[src/rtl/adc_pkg.sv]
// adc_pkg: shared states, config bit positions and sizes for the ADC serial responder
package adc_pkg;
    typedef enum logic [2:0] {IDLE, CONV, READY, SHIFT, DONE} state_e;
    localparam int CFG_SD  = 5;
    localparam int CFG_OS  = 4;
    localparam int CFG_S1  = 3;
    localparam int CFG_S0  = 2;
    localparam int CFG_UNI = 1;
    localparam int CFG_SLP = 0;
    localparam int ADC_BITS = 12;
    localparam int CFG_BITS = 6;
    localparam logic [CFG_BITS-1:0] CFG_RST = 6'b100000;
endpackage

[src/rtl/adc_spi_responder_pin_sync_edge.sv]
// pin_sync_edge: two-flop synchronizer with a history flop producing rise/fall strobes
module pin_sync_edge (
    input  logic clk,
    input  logic rst,
    input  logic pin,
    output logic level,
    output logic rise,
    output logic fall
);
    logic s1_q, s2_q, prev_q;
    always_ff @(posedge clk) begin
        if (rst) begin
            s1_q   <= 1'b0;
            s2_q   <= 1'b0;
            prev_q <= 1'b0;
        end else begin
            s1_q   <= pin;
            s2_q   <= s1_q;
            prev_q <= s2_q;
        end
    end
    assign level = s2_q;
    assign rise  = s2_q & ~prev_q;
    assign fall  = ~s2_q & prev_q;
endmodule

[src/rtl/adc_spi_responder.sv]
// adc_spi_responder: LTC2308-style converter stand-in serving ch_data samples over the ADC serial pins
module adc_spi_responder
    import adc_pkg::*;
#(
    parameter int T_CONV = 80,
    parameter int NCH    = 8
) (
    input  logic                    CLOCK_50,
    input  logic                    reset,
    input  logic                    ADC_CONVST,
    input  logic                    ADC_SCLK,
    input  logic                    ADC_DIN,
    output logic                    ADC_DOUT,
    input  logic [NCH*ADC_BITS-1:0] ch_data,
    output logic [CFG_BITS-1:0]     cfg,
    output logic                    cfg_valid,
    output logic                    busy,
    output logic                    proto_err
);
    localparam int TW = $clog2(T_CONV) + 1;
    logic cv_lvl, cv_rise, cv_fall, sc_lvl, sc_rise, sc_fall, din, din_rise, din_fall;
    pin_sync_edge u_cv  (.clk(CLOCK_50), .rst(reset), .pin(ADC_CONVST), .level(cv_lvl), .rise(cv_rise), .fall(cv_fall));
    pin_sync_edge u_sc  (.clk(CLOCK_50), .rst(reset), .pin(ADC_SCLK), .level(sc_lvl), .rise(sc_rise), .fall(sc_fall));
    pin_sync_edge u_din (.clk(CLOCK_50), .rst(reset), .pin(ADC_DIN), .level(din), .rise(din_rise), .fall(din_fall));
    logic unused_pins;
    assign unused_pins = ^{cv_lvl, cv_fall, sc_lvl, din_rise, din_fall};
    state_e                state_q, state_d;
    logic [TW-1:0]         timer_q, timer_d;
    logic [2:0]            ch_q, ch_d;
    logic                  sd_q, sd_d;
    logic [ADC_BITS-1:0]   sh_q, sh_d, sample;
    logic [3:0]            rcnt_q, rcnt_d, fcnt_q, fcnt_d;
    logic [CFG_BITS-1:0]   csh_q, csh_d, cfg_q, cfg_d;
    logic                  cfg_valid_q, cfg_valid_d, perr_q, perr_d;
    assign sample = ch_data[ch_q*ADC_BITS +: ADC_BITS];
    always_comb begin
        state_d     = state_q;
        timer_d     = timer_q;
        ch_d        = ch_q;
        sd_d        = sd_q;
        sh_d        = sh_q;
        rcnt_d      = rcnt_q;
        fcnt_d      = fcnt_q;
        csh_d       = csh_q;
        cfg_d       = cfg_q;
        cfg_valid_d = 1'b0;
        perr_d      = perr_q;
        // CONVST outranks any SCLK strobe in the same cycle
        if (cv_rise && state_q != CONV) begin
            if ((state_q == READY || state_q == SHIFT) && rcnt_q < 4'(CFG_BITS))
                perr_d = 1'b1;
            state_d = CONV;
            timer_d = TW'(T_CONV - 1);
            ch_d    = {cfg_q[CFG_S1], cfg_q[CFG_S0], cfg_q[CFG_OS]};
            sd_d    = cfg_q[CFG_SD];
            rcnt_d  = '0;
            fcnt_d  = '0;
            csh_d   = '0;
        end else begin
            if (cv_rise)
                perr_d = 1'b1;
            case (state_q)
                CONV: begin
                    if (sc_rise || sc_fall)
                        perr_d = 1'b1;
                    if (timer_q == '0) begin
                        state_d = READY;
                        sh_d    = sd_q ? sample : '0;
                        if (!sd_q)
                            perr_d = 1'b1;
                    end else begin
                        timer_d = timer_q - TW'(1);
                    end
                end
                READY, SHIFT: begin
                    if (sc_rise) begin
                        state_d = SHIFT;
                        csh_d   = {csh_q[CFG_BITS-2:0], din};
                        rcnt_d  = rcnt_q + 4'd1;
                        if (rcnt_q == 4'(CFG_BITS - 1)) begin
                            cfg_d       = csh_d;
                            cfg_valid_d = 1'b1;
                        end
                    end
                    if (sc_fall && state_q == SHIFT) begin
                        sh_d   = sh_q << 1;
                        fcnt_d = fcnt_q + 4'd1;
                        if (fcnt_q == 4'(ADC_BITS - 1))
                            state_d = DONE;
                    end
                end
                default: ;
            endcase
        end
    end
    always_ff @(posedge CLOCK_50) begin
        if (reset) begin
            state_q     <= IDLE;
            timer_q     <= '0;
            ch_q        <= '0;
            sd_q        <= 1'b1;
            sh_q        <= '0;
            rcnt_q      <= '0;
            fcnt_q      <= '0;
            csh_q       <= '0;
            cfg_q       <= CFG_RST;
            cfg_valid_q <= 1'b0;
            perr_q      <= 1'b0;
        end else begin
            state_q     <= state_d;
            timer_q     <= timer_d;
            ch_q        <= ch_d;
            sd_q        <= sd_d;
            sh_q        <= sh_d;
            rcnt_q      <= rcnt_d;
            fcnt_q      <= fcnt_d;
            csh_q       <= csh_d;
            cfg_q       <= cfg_d;
            cfg_valid_q <= cfg_valid_d;
            perr_q      <= perr_d;
        end
    end
    assign ADC_DOUT  = (state_q == READY || state_q == SHIFT) & sh_q[ADC_BITS-1];
    assign busy      = state_q == CONV;
    assign cfg       = cfg_q;
    assign cfg_valid = cfg_valid_q;
    assign proto_err = perr_q;
endmodule

[config.mk]
export PLATFORM = sky130hd
export DESIGN_NAME = adc_spi_responder
export DESIGN_NICKNAME = d
export VERILOG_FILES = /design/src/rtl/adc_pkg.sv /design/src/rtl/adc_spi_responder_pin_sync_edge.sv /design/src/rtl/adc_spi_responder.sv
export SDC_FILE = /design/constraint.sdc
export NUM_CORES = 1
export LEC_CHECK = 0
export CORE_UTILIZATION = 42
export DETAILED_ROUTE_END_ITERATION = 6
export GPL_TIMING_DRIVEN = 1
export PLACE_DENSITY = 0.75
export SYNTH_ARGS = -nofsm -noshare
export SYNTH_HDL_FRONTEND = slang
export SYNTH_SLANG_ARGS = --single-unit
[constraint.sdc]
create_clock -name CLOCK_50 -period 1.7 [get_ports CLOCK_50]
set_input_delay 0.34 -clock CLOCK_50 [delete_from_list [all_inputs] [get_ports CLOCK_50]]
set_output_delay 0.34 -clock CLOCK_50 [all_outputs]
set_load 0.1 [all_outputs]
; Word-level counts from Yosys, hierarchy flattened
; Cells that the tools add are included.
[op_classes]
add_sub_neg = 3
n_mul = 1
n_lt_le_gt_ge = 1
n_eq_ne = 11
n_shift = 1
muxes = 21
bitwise = 11
reduce_logical = 20
[op_table]
columns = cell, count
row1 = 96-bit by 8-bit indexed part select with 12-bit output, 1
row2 = 12-bit 2-to-1 mux, 3
row3 = 12-bit one-hot mux with 2 select lines, 1
row4 = 7-bit 2-to-1 mux, 3
row5 = 3-bit 2-to-1 mux, 4
row6 = 2-bit AND reduction, 6
row7 = 1-bit 2-to-1 mux, 9
row8 = "4-bit by 1-bit adder with 4-bit output, second input constant", 2
row9 = 8-bit zero test, 1
row10 = 4-bit AND reduction, 2
row11 = "8-bit by 1-bit subtractor with 8-bit output, second input constant", 1
row12 = 1-bit NOT, 7
row13 = "3-bit by 2-bit == test with 1-bit output, second input constant", 2
row14 = "3-bit by 1-bit inequality test with 1-bit output, second input constant", 2
row15 = 3-bit one-hot mux with 2 select lines, 1
row16 = "3-bit by 2-bit multiplier with 5-bit output, second input constant", 1
row17 = 1-bit AND, 4
row18 = "4-bit by 3-bit == test with 1-bit output, second input constant", 1
row19 = "4-bit == test, second input constant", 1
row20 = "4-bit by 3-bit < comparator with 1-bit output, second input constant", 1
row21 = "2-bit by 1-bit inequality test with 1-bit output, second input constant", 2
row22 = "2-bit inequality test, second input constant", 2
row23 = 2-bit nonzero test, 2
row24 = 2-bit OR reduction, 2
row25 = other kinds (5), 8
[word_totals]
ff_bits = 56
output_inout_bits = 10

; Depth between registers and ports, before layout
; Gate-level depths: netlist (run 1).
[logic_depth]
word_depth = 8
ltp_mapped = 8

; Modules after synthesis
; Synthesis (run 1) repeated with hierarchy kept, for this count alone.
[hier_totals]
hier_cells = 309
hier_area_um2 = 3094.2
[modules_own_cells]
columns = module, n_inst, cells_each, area_each_um2, seq_area_each_um2
row1 = adc_spi_responder, 1, 285, 2820.2, 960.9
row2 = pin_sync_edge, 3, 8, 91.3, 60.1

; Worst setup path before layout (run 1)
; OpenSTA, ideal clock, no wires.
[synth_path]
path_kind = register to output
startpoint = reg state_q[1]
endpoint = out ADC_DOUT
arrival_ns = 1.631
required_time_ns = 1.360
setup_slack_ns = -0.271
path_stages_with_launch = 4
n_path_buf = 1
cell_sequence = dfxtp_1 nor2b_1 buf_4 and2_1
[synth_between]
elab_chain_cells = 3
[synth_lines]
columns = item, line
row1 = "start, declared", adc_spi_responder.sv:27  ; state_e state_q, state_d;
row2 = "start signal, assigned", adc_spi_responder.sv:110  ; state_q <= state_d;
row3 = 3-bit by 2-bit == test with 1-bit output, adc_spi_responder.sv:123  ; assign ADC_DOUT = (state_q == READY || state_q == SHIFT) & sh_q[ADC_BITS-1];
row4 = 1-bit logical OR *, adc_spi_responder.sv:123
row5 = 1-bit AND *, adc_spi_responder.sv:123
row6 = "end, declared", adc_spi_responder.sv:13  ; output logic ADC_DOUT,
; Mark *: on every way between the ends. The rest lies on a longest branch, timed or not.

; Final worst setup path (run 1)
[layout_path]
startpoint = reg timer_q[0]
endpoint = reg sh_q[3]
[layout_between]
elab_chain_cells = 3
[layout_lines]
columns = item, line
row1 = "start, declared", adc_spi_responder.sv:28  ; logic [TW-1:0] timer_q, timer_d;
row2 = "start signal, assigned", adc_spi_responder.sv:111  ; timer_q <= timer_d;
row3 = 8-bit zero test, adc_spi_responder.sv:66  ; if (timer_q == '0) begin
row4 = 2-bit by 1-bit inequality test with 1-bit output (no line), n/a
row5 = 4-bit AND reduction (no line), n/a
row6 = "end signal, assigned", adc_spi_responder.sv:102  ; sh_q <= '0;
row7 = "end signal, assigned", adc_spi_responder.sv:114  ; sh_q <= sh_d;
row8 = "end, declared", adc_spi_responder.sv:31  ; logic [ADC_BITS-1:0] sh_q, sh_d, sample;
; Every way passes these cells.
; A chain may end at the register's enable or synchronous reset.

==> flow_metrics.tcl, run 1 <==
set metrics [dict create \
    die_x_um 90.1 \
    cp-startpoint "timer_q[0]" \
    ys_ff_latch 56 \
    start_util 0.442 \
    hold_path.class "reg -> reg" \
    grt_pass1_vias 2912 \
    num-nets-final 552 \
    synth_compound_area_frac 0.137 \
    criticalPathCategory "reg -> reg" \
    synth_ff_type "dfxtp_1" \
    reg2reg_from "timer_q[0]" \
    status "finished with violations" \
    grt_util_all_layers 0.216 \
    synth_area_um2 3260 \
    p_total_uw 2900 \
    wl_per_cell_um 17.6 \
    synth_xor_area_frac 0.0215 \
    crit_family "compound AO/OA/AOI/OAI gates" \
    tns_ns -0.646 \
    fin_cells 545 \
    synthCells 313 \
    r2r_cells 8 \
    num_vias 3039 \
    crit_slowest_cell "dfxtp_2" \
    clkSlewWorstSetupHoldPaths_ns 0.11 \
    worstMarginPinSlew_ns 0.534 \
    cp_num_cells 8 \
    die_h_um 90.1 \
    synth_top_family_by_area "simple AND/OR/NAND/NOR gates" \
    post_synth_num_cell_types 57 \
    path_cells "inv_2 -> ha_4 -> buf_6 -> nor4b_4 -> a32o_2 -> buf_4 -> clkbuf_16 -> a311oi_1" \
    synth-simple-area-share 0.203 \
    h-tree-depth 2 \
    power.density_nw_per_um2 574 \
    die_area_um2 8110 \
    antenna_found_initial 0 \
    clk_path_buf_depth 2 \
    r2r-end "sh_q[3]" \
    drv_cap 0 \
    via_per_inst 5.58 \
    cp_max_fo 11 \
    p_leak_uw 0.00178 \
    coreArea_um2 7370 \
    first_pass_iters 4 \
    place_congestion 0.821 \
    synth_mux_area_frac 0.198 \
    critPathCapture "sh_q[3]" \
    post-dp-hpwl_um 6720 \
    worstSetupEndpointType "flip-flop" \
    grt-ovfl-total 0 \
    num_rows 31 \
    antenna_cells 0 \
    layout_setup_ws_ns -0.123 \
    violations "setup timing" \
    fmax_ghz 0.548 \
    rsz0062_at_grt "yes" \
    slowest_delay_ns 0.35 \
    numCtsBuffers 5 \
    grt_pass1_wl_um 14100 \
    placed_area_um2 4680 \
    fin_skew_ns 0.00826 \
    max_slew_margin 0.640 \
    grt_max_degree 38 \
    drt-initial-drc-count 157 \
    syn_nets 420 \
    yosysWarnings 0 \
    root_buffer "clkbuf_8" \
    ant_nets 0 \
    n_fill_cell 552 \
    fin_area_um2 5040 \
    seq_area_frac_synth 0.344 \
    slew_viol_final 0 \
    io_buffers 110 \
    cp_data_arrival_time_ns 2.03 \
    ff2ff_setup_slack_ns -0.12 \
    io_pins 111 \
    post-route-period-util 1.07 \
    cts_hold_buffers 0 \
    drt_wl_total_um 9590 \
    hold_viol 0 \
    async_flop_share 0 \
    clk_latency_ns 0.32 \
    final_core_util 0.684 \
    synthAdderAreaFrac 0.0231 \
    min_period_ns 1.82 \
    postSynthAreaPerCell_um2 10.4 \
    numPlacedInstances 529 \
    clock-sinks 56 \
    drc 0 \
    syn2layout_area_growth_pct 54.9 \
    drive_above_1_share 0.251 \
    finalSetupViolations 12 \
    critPathBufInv 4 \
    required_ns 1.91 \
    cts_tree "built" \
    synth_edf_count 0 \
    vdd_drop_max_mv 0.375 \
    cp-start-kind "flip-flop" \
]
==> per-stage QoR <==
step           hold slack (ns)  setup WS [ns]
2_1_floorplan            0.414         0.0143
3_5_place_dp             0.425         -0.249
3_3_place_gp             0.417         -0.198
5_1_grt                  0.463         -0.194
4_1_cts                  0.452        -0.0509
6_report                 0.453         -0.123
==> flip-flops by register name (all words and copies together), names as in the netlist, 3 cells and up <==
signal	flops
fcnt_q	4
csh_q	5
cfg	6
ch_q	3
rcnt_q	4
state_q	3
sh_q	12
timer_q	8
==> cell type report <==
class / instances / area, µm² / area share
Inverter: 8 / 30.0 / 0.00595
Timing Repair Buffer: 152 / 1650 / 0.326
Sequential cell: 56 / 1130 / 0.224
Clock inverter: 3 / 28.8 / 0.00571
Clock buffer: 5 / 68.8 / 0.0136
Tap cell: 99 / 124 / 0.0246
Multi-Input combinational cell: 222 / 2010 / 0.399
==> power by group <==
group,switching [µW],internal [µW]
clock network,484,312
logic,263,452
registers,34.1,1350
==> synthesized netlist by cell type, types with 9 or more instances <==
cell type  number  area share
dfxtp_1        56        0.34
nand2_1        33       0.038
nor2_1         33       0.038
a311oi_1       13       0.035
a21oi_1        12       0.018
mux4_2         12       0.083
nor2b_1        12       0.023
a41oi_1        11       0.030
and4b_1        11       0.034
buf_2          10       0.015
mux4_1         10       0.081
mux2i_1         9       0.028
==> cell usage in the layout (no fill, tap or decap), drive strengths merged, types with 2 or more instances in the layout <==
cell type | netlist | layout
a211oi | 5 | 5
a21oi | 12 | 12
a311oi | 13 | 13
a41oi | 11 | 11
and4b | 11 | 11
buf | 22 | 49
clkbuf | 4 | 8
clkdlybuf4s50 | 0 | 100
dfxtp | 56 | 56
ha | 6 | 6
inv | 8 | 11
mux2 | 2 | 2
mux2i | 9 | 9
mux4 | 22 | 22
nand2 | 33 | 33
nand2b | 5 | 5
nand4 | 4 | 4
nor2 | 33 | 33
nor2b | 12 | 12
nor3 | 5 | 5
nor3b | 2 | 2
nor4 | 2 | 2
o21ai | 2 | 2
o21ba | 2 | 2
o311ai | 2 | 2
xnor2 | 2 | 2
xor2 | 6 | 6
==> per-layer routing <==
metal  share of wire  wire length [µm]  up-vias  global-route usage
li1                -                 -     1456                   -
met3           0.068               653       20              0.0533
met5               0                 0        -                   0
met1            0.43              4120     1443               0.279
met4           0.019               184        0              0.0497
met2            0.48              4630      120               0.364
==> kinds of logic after synthesis <==
family	Yosys count
fa+ha+maj	6
xor+xnor	8
buf+inv	35
compound gates	57
simple gates	118
flops	56
mux	33
==> how the worst min path moves through the flow <==
| stage | startpoint | to | slack (ns) | cells after the start |
|---|---|---|---|---|
| 2_1_floorplan | u_cv.s1_q | u_cv.level | 0.41 | 1 |
| 3_3_place_gp | u_din.s1_q | u_din.level | 0.42 | 1 |
| 3_5_place_dp | u_cv.s1_q | u_cv.level | 0.42 | 1 |
| 4_1_cts | u_cv.s1_q | u_cv.level | 0.45 | 1 |
| 5_1_grt | u_din.s1_q | u_din.level | 0.46 | 1 |
| 6_report | u_din.s1_q | u_din.level | 0.45 | 1 |
==> repair_timing <==
action	CTS	global route
gates cloned	1	3
buffers inserted	1	4
gates resized for setup	14	23
setup endpoints to repair	16	21
pin swaps	5	13
Power figures use the tool's default switching activity.
==> run 2, diff against run 1 <==
CELL_PAD_IN_SITES_DETAIL_PLACEMENT = 2   (was not set)
CELL_PAD_IN_SITES_GLOBAL_PLACEMENT = 2   (was not set)
CORE_UTILIZATION = 25   (was 42)
PLACE_DENSITY = 0.74   (was 0.75)
==> flow_metrics.tcl, run 2 (same netlist as run 1, synthesis figures left out) <==
set metrics [dict create \
    worstSetupEndpointType "flip-flop" \
    post-route-period-util 1.01 \
    grt_max_degree 24 \
    critPathCapture "sh_q[11]" \
    crit_slowest_cell "mux4_2" \
    grt_util_all_layers 0.191 \
    clk_path_buf_depth 2 \
    clk_latency_ns 0.30 \
    hold_path.class "reg -> reg" \
    p_leak_uw 0.00181 \
    h-tree-depth 2 \
    clock-sinks 56 \
    cp-startpoint "ch_q[0]" \
    numCtsBuffers 5 \
    power_frac_clock 0.340 \
    wl_per_cell_um 20.2 \
    io_pins 111 \
    clkSlewWorstSetupHoldPaths_ns 0.08 \
    fin_cells 621 \
    ff2ff_setup_slack_ns -0.01 \
    cp-start-kind "flip-flop" \
    drt_wl_total_um 12500 \
    num_rows 41 \
    whs_ns 0.447 \
    r2r_cells 5 \
    switching_power_uw 864 \
    first_pass_iters 4 \
    cts_tree "built" \
    via_per_inst 5.05 \
    drive_above_1_share 0.301 \
    r2r-end "sh_q[11]" \
    cp_max_fo 7 \
    layout_common_cells "clkdlybuf4s50_1, dfxtp_1, nand2_1, buf_4, nor2_1" \
    hold_viol 0 \
    drv_cap 0 \
    coreArea_um2 12700 \
    antenna_found_initial 1 \
    die_h_um 116 \
    required_ns 1.87 \
    antenna_cells 0 \
    crit_family "multiplexers" \
    die_area_um2 13500 \
    fmax_ghz 0.583 \
    num-nets-final 555 \
    vdd_drop_max_mv 0.462 \
    io_buffers 110 \
    cp_num_cells 5 \
    combPwrFrac 0.230 \
    post-dp-hpwl_um 9040 \
    place_congestion 0.715 \
    path_cells "buf_6 -> mux4_2 -> and4b_1 -> a41oi_2 -> a311oi_2" \
    seq_power_share 0.429 \
    grt-ovfl-total 0 \
    largest_register_ffs 12 \
    cp_data_arrival_time_ns 1.89 \
    power.density_nw_per_um2 617 \
    grt_pass1_vias 3490 \
    reg2reg_from "ch_q[0]" \
    syn2layout_area_growth_pct 61.0 \
    num_vias 3136 \
    layout_setup_ws_ns -0.0146 \
    criticalPathCategory "reg -> reg" \
    ant_nets 0 \
    root_buffer "clkbuf_16" \
    fin_skew_ns 0.00547 \
    slew_viol_final 0 \
    max_slew_margin 0.644 \
    worstMarginPinSlew_ns 0.532 \
    final_core_util 0.414 \
    min_period_ns 1.71 \
    power.internal_uw 2370 \
    violations "setup timing" \
    drt-initial-drc-count 137 \
    die_x_um 116 \
    numPlacedInstances 603 \
    grt_pass1_wl_um 19300 \
    rsz0062_at_grt "yes" \
    cts_hold_buffers 0 \
    final_common_cell "clkdlybuf4s50_1" \
    status "finished with violations" \
    critPathBufInv 1 \
    start_util 0.257 \
    largest_register "sh_q" \
    sw_frac_of_total 0.267 \
    drc 0 \
    finalSetupViolations 3 \
    slowest_delay_ns 0.50 \
]
==> run 2: area by class of cell <==
type | count | area [µm²]
clock buffer | 5 | 125
clock inverter | 3 | 28.8
fill | 1323 | 7430
inverter | 8 | 30.0
multi-input combinational | 222 | 2080
sequential | 56 | 1130
tap | 172 | 215
timing repair buffer | 155 | 1630
==> run 2: power by group through the flow <==
stage,logic (µW),registers [µW],clock network [µW]
CTS,715,1390,1120
detailed placement,643,1410,0
global placement,617,1410,0
finish,746,1390,1100
global route,793,1390,1180
floorplan,266,1410,0
==> run 2: worst register-to-register path: cells and delay by family (launching register included) <==
kind / cells / cell delay [ns]
multiplexers: 1 / 0.50
flip-flops: 1 / 0.37
AND/OR/NAND/NOR: 1 / 0.21
AO/OA/AOI/OAI: 2 / 0.36
buffers and inverters: 1 / 0.15
==> run 2: how the worst min path moves through the flow <==
stage | startpoint | end | slack (ns) | depth (start not counted)
after CTS | u_sc.s1_q | u_sc.level | 0.46 | 1
after global placement | u_cv.s1_q | u_cv.level | 0.43 | 1
final | u_sc.s1_q | u_sc.level | 0.45 | 1
after detailed placement | u_sc.s1_q | u_sc.level | 0.44 | 1
after floorplan | u_cv.s1_q | u_cv.level | 0.41 | 1
after global routing | u_sc.s1_q | u_sc.level | 0.48 | 1
==> run 2: metal layers <==
| metal | global-route usage | up-vias | wire length [µm] |
|---|---|---|---|
| met2 | 0.335 | 77 | 6460 |
| met5 | 0 | - | 0 |
| met3 | 0.0348 | 18 | 485 |
| li1 | - | 1452 | - |
| met1 | 0.243 | 1589 | 5360 |
| met4 | 0.0479 | 0 | 215 |
==> run 2: through the flow <==
step                total power (µW)  setup slack, ns  setup TNS (ns)  area, µm²
global placement                2030           -0.218           -1.61       4780
floorplan                       1680           0.0143               0       3260
detailed placement              2060           -0.299           -2.51       4780
finish                          3240          -0.0146         -0.0260       5240
global route                    3370          -0.0960          -0.806       5240
CTS                             3220         -0.00986         -0.0295       5170
==> run 2: timing repair <==
action	4_1_cts	5_1_grt
gates cloned	2	0
setup endpoints to repair	21	26
pin swaps	13	11
setup buffers	7	3
resized for setup	37	31
==> run 3, diff against run 2 <==
GPL_ROUTABILITY_DRIVEN = 0   (was not set)
SKIP_CTS_REPAIR_TIMING = 1   (was not set)
==> flow_metrics.tcl, run 3 (same netlist as run 1, synthesis figures left out) <==
set metrics [dict create \
    status "finished with violations" \
    violations "setup timing" \
    p_leak_uw 0.00182 \
    hp-start "u_sc.s1_q" \
    dp_slack_ns -0.299 \
    largest_register_ffs 12 \
    power_frac_clock 0.342 \
    seqCellArea_um2 1130 \
    drive_above_1_share 0.277 \
    io_buffers 110 \
    root_buffer "clkbuf_16" \
    num_rows 41 \
    path_cells "buf_12 -> buf_4 -> mux4_2 -> nor2b_4 -> nor4_2 -> o21ba_2" \
    coreArea_um2 12700 \
    drv_cap 0 \
    clk_latency_ns 0.30 \
    start_util 0.257 \
    worstMarginPinSlew_ns 0.535 \
    clock-sinks 56 \
    multiInputGateArea_um2 2050 \
    n_fill_cell 1326 \
    min_period_ns 1.81 \
    drc 0 \
    layout_setup_ws_ns -0.107 \
    via_per_inst 5.00 \
    io_pins 111 \
    clk_path_buf_depth 2 \
    first_pass_iters 4 \
    num_vias 3100 \
    grt_max_degree 24 \
    cp-start-kind "flip-flop" \
    clkSlewWorstSetupHoldPaths_ns 0.08 \
    power.density_nw_per_um2 614 \
    grt-ovfl-total 0 \
    post-route-period-util 1.06 \
    grt_pass1_wl_um 18000 \
    h-tree-depth 2 \
    slew_viol_final 0 \
    hold_path.class "reg -> reg" \
    p_total_uw 3210 \
    final_common_cell "clkdlybuf4s50_1" \
    largest_register "sh_q" \
    ant_nets 0 \
    rsz0062_at_grt "yes" \
    cts_tree "built" \
    die_x_um 116 \
    combPwrFrac 0.226 \
    seq_power_share 0.433 \
    vdd_drop_max_mv 0.455 \
    worstSetupEndpointType "flip-flop" \
    required_ns 1.89 \
    syn2layout_area_growth_pct 60.4 \
    post-dp-hpwl_um 9040 \
    drt-initial-drc-count 132 \
    die_h_um 116 \
    numCtsBuffers 5 \
    grt_pass1_vias 3379 \
    fmax_ghz 0.553 \
    max_slew_margin 0.639 \
    fin_area_um2 5220 \
    num-nets-final 553 \
    crit_family "multiplexers" \
    die_area_um2 13500 \
    crit_slowest_cell "mux4_2" \
    drt_wl_total_um 12200 \
    slowest_delay_ns 0.56 \
    grt_util_all_layers 0.177 \
    hold_viol 0 \
    criticalPathCategory "reg -> reg" \
    finalSetupViolations 14 \
    cp-startpoint "ch_q[0]" \
    sw_frac_of_total 0.262 \
    placed_area_um2 4780 \
    antenna_found_initial 1 \
    cp_data_arrival_time_ns 2.00 \
    cp_max_fo 12 \
    critPathBufInv 2 \
    layout_common_cells "clkdlybuf4s50_1, dfxtp_1, nand2_1, buf_4, nor2_1" \
    switching_power_uw 842 \
    wl_per_cell_um 19.6 \
    reg2reg_from "ch_q[0]" \
    power.internal_uw 2370 \
    fin_skew_ns 0.00390 \
]
==> run 3: cell count changes in the layout (fill, tap and decap cells not counted), sizes merged <==
| cell | previous run | this run |
|---|---|---|
| buf | 54 | 51 |
| clkbuf | 6 | 7 |
| diode | 0 | 1 |
==> run 3: routing by layer <==
metal / vias up / wire length [µm] / global-route usage / share of wire
li1: 1453 / - / - / -
met1: 1576 / 5250 / 0.227 / 0.43
met2: 62 / 6230 / 0.306 / 0.51
met3: 9 / 527 / 0.0317 / 0.043
met4: 0 / 153 / 0.0453 / 0.013
met5: - / 0 / 0 / 0
==> run 3: area by class of cell <==
class                      instances  share of cell area
multi-input combinational        222               0.393
clock buffer                       5              0.0240
inverter                           8             0.00575
clock inverter                     3             0.00551
sequential                        56               0.217
antenna                            1            0.000479
timing repair buffer             153               0.314
tap                              172              0.0412
==> run 3: power groups by stage <==
stage          sequential, µW  combinational (µW)  clock (µW)
2_1_floorplan            1410                 266           0
3_3_place_gp             1410                 617           0
3_5_place_dp             1410                 643           0
4_1_cts                  1380                 647        1120
5_1_grt                  1390                 774        1180
6_report                 1390                 725        1100
==> run 3: stage by stage <==
step                      hold slack, ns  utilization  std cells  TNS (ns)
after floorplan                    0.414            -        313         0
after global placement             0.427        0.377        603     -1.61
after detailed placement           0.436        0.377        603     -2.51
after CTS                          0.457        0.389        611     -2.13
after global routing               0.477        0.412        619     -1.74
final                              0.447        0.412        620    -0.679
==> run 3: worst paths after layout <==
check	to	slack [ns]	depth (start not counted)
hold reg to reg	u_sc.level	0.45	1
hold / removal	u_sc.level	0.45	1
setup / recovery	sh_q[0]	-0.11	6
setup reg to reg	sh_q[0]	-0.11	6
==> run 3: worst reg2reg max path: stages, from the launching register on <==
cell,delay [ns]
dfxtp_2,0.36
buf_12,0.15
buf_4,0.18
mux4_2,0.56
nor2b_4,0.15
nor4_2,0.06
o21ba_2,0.24
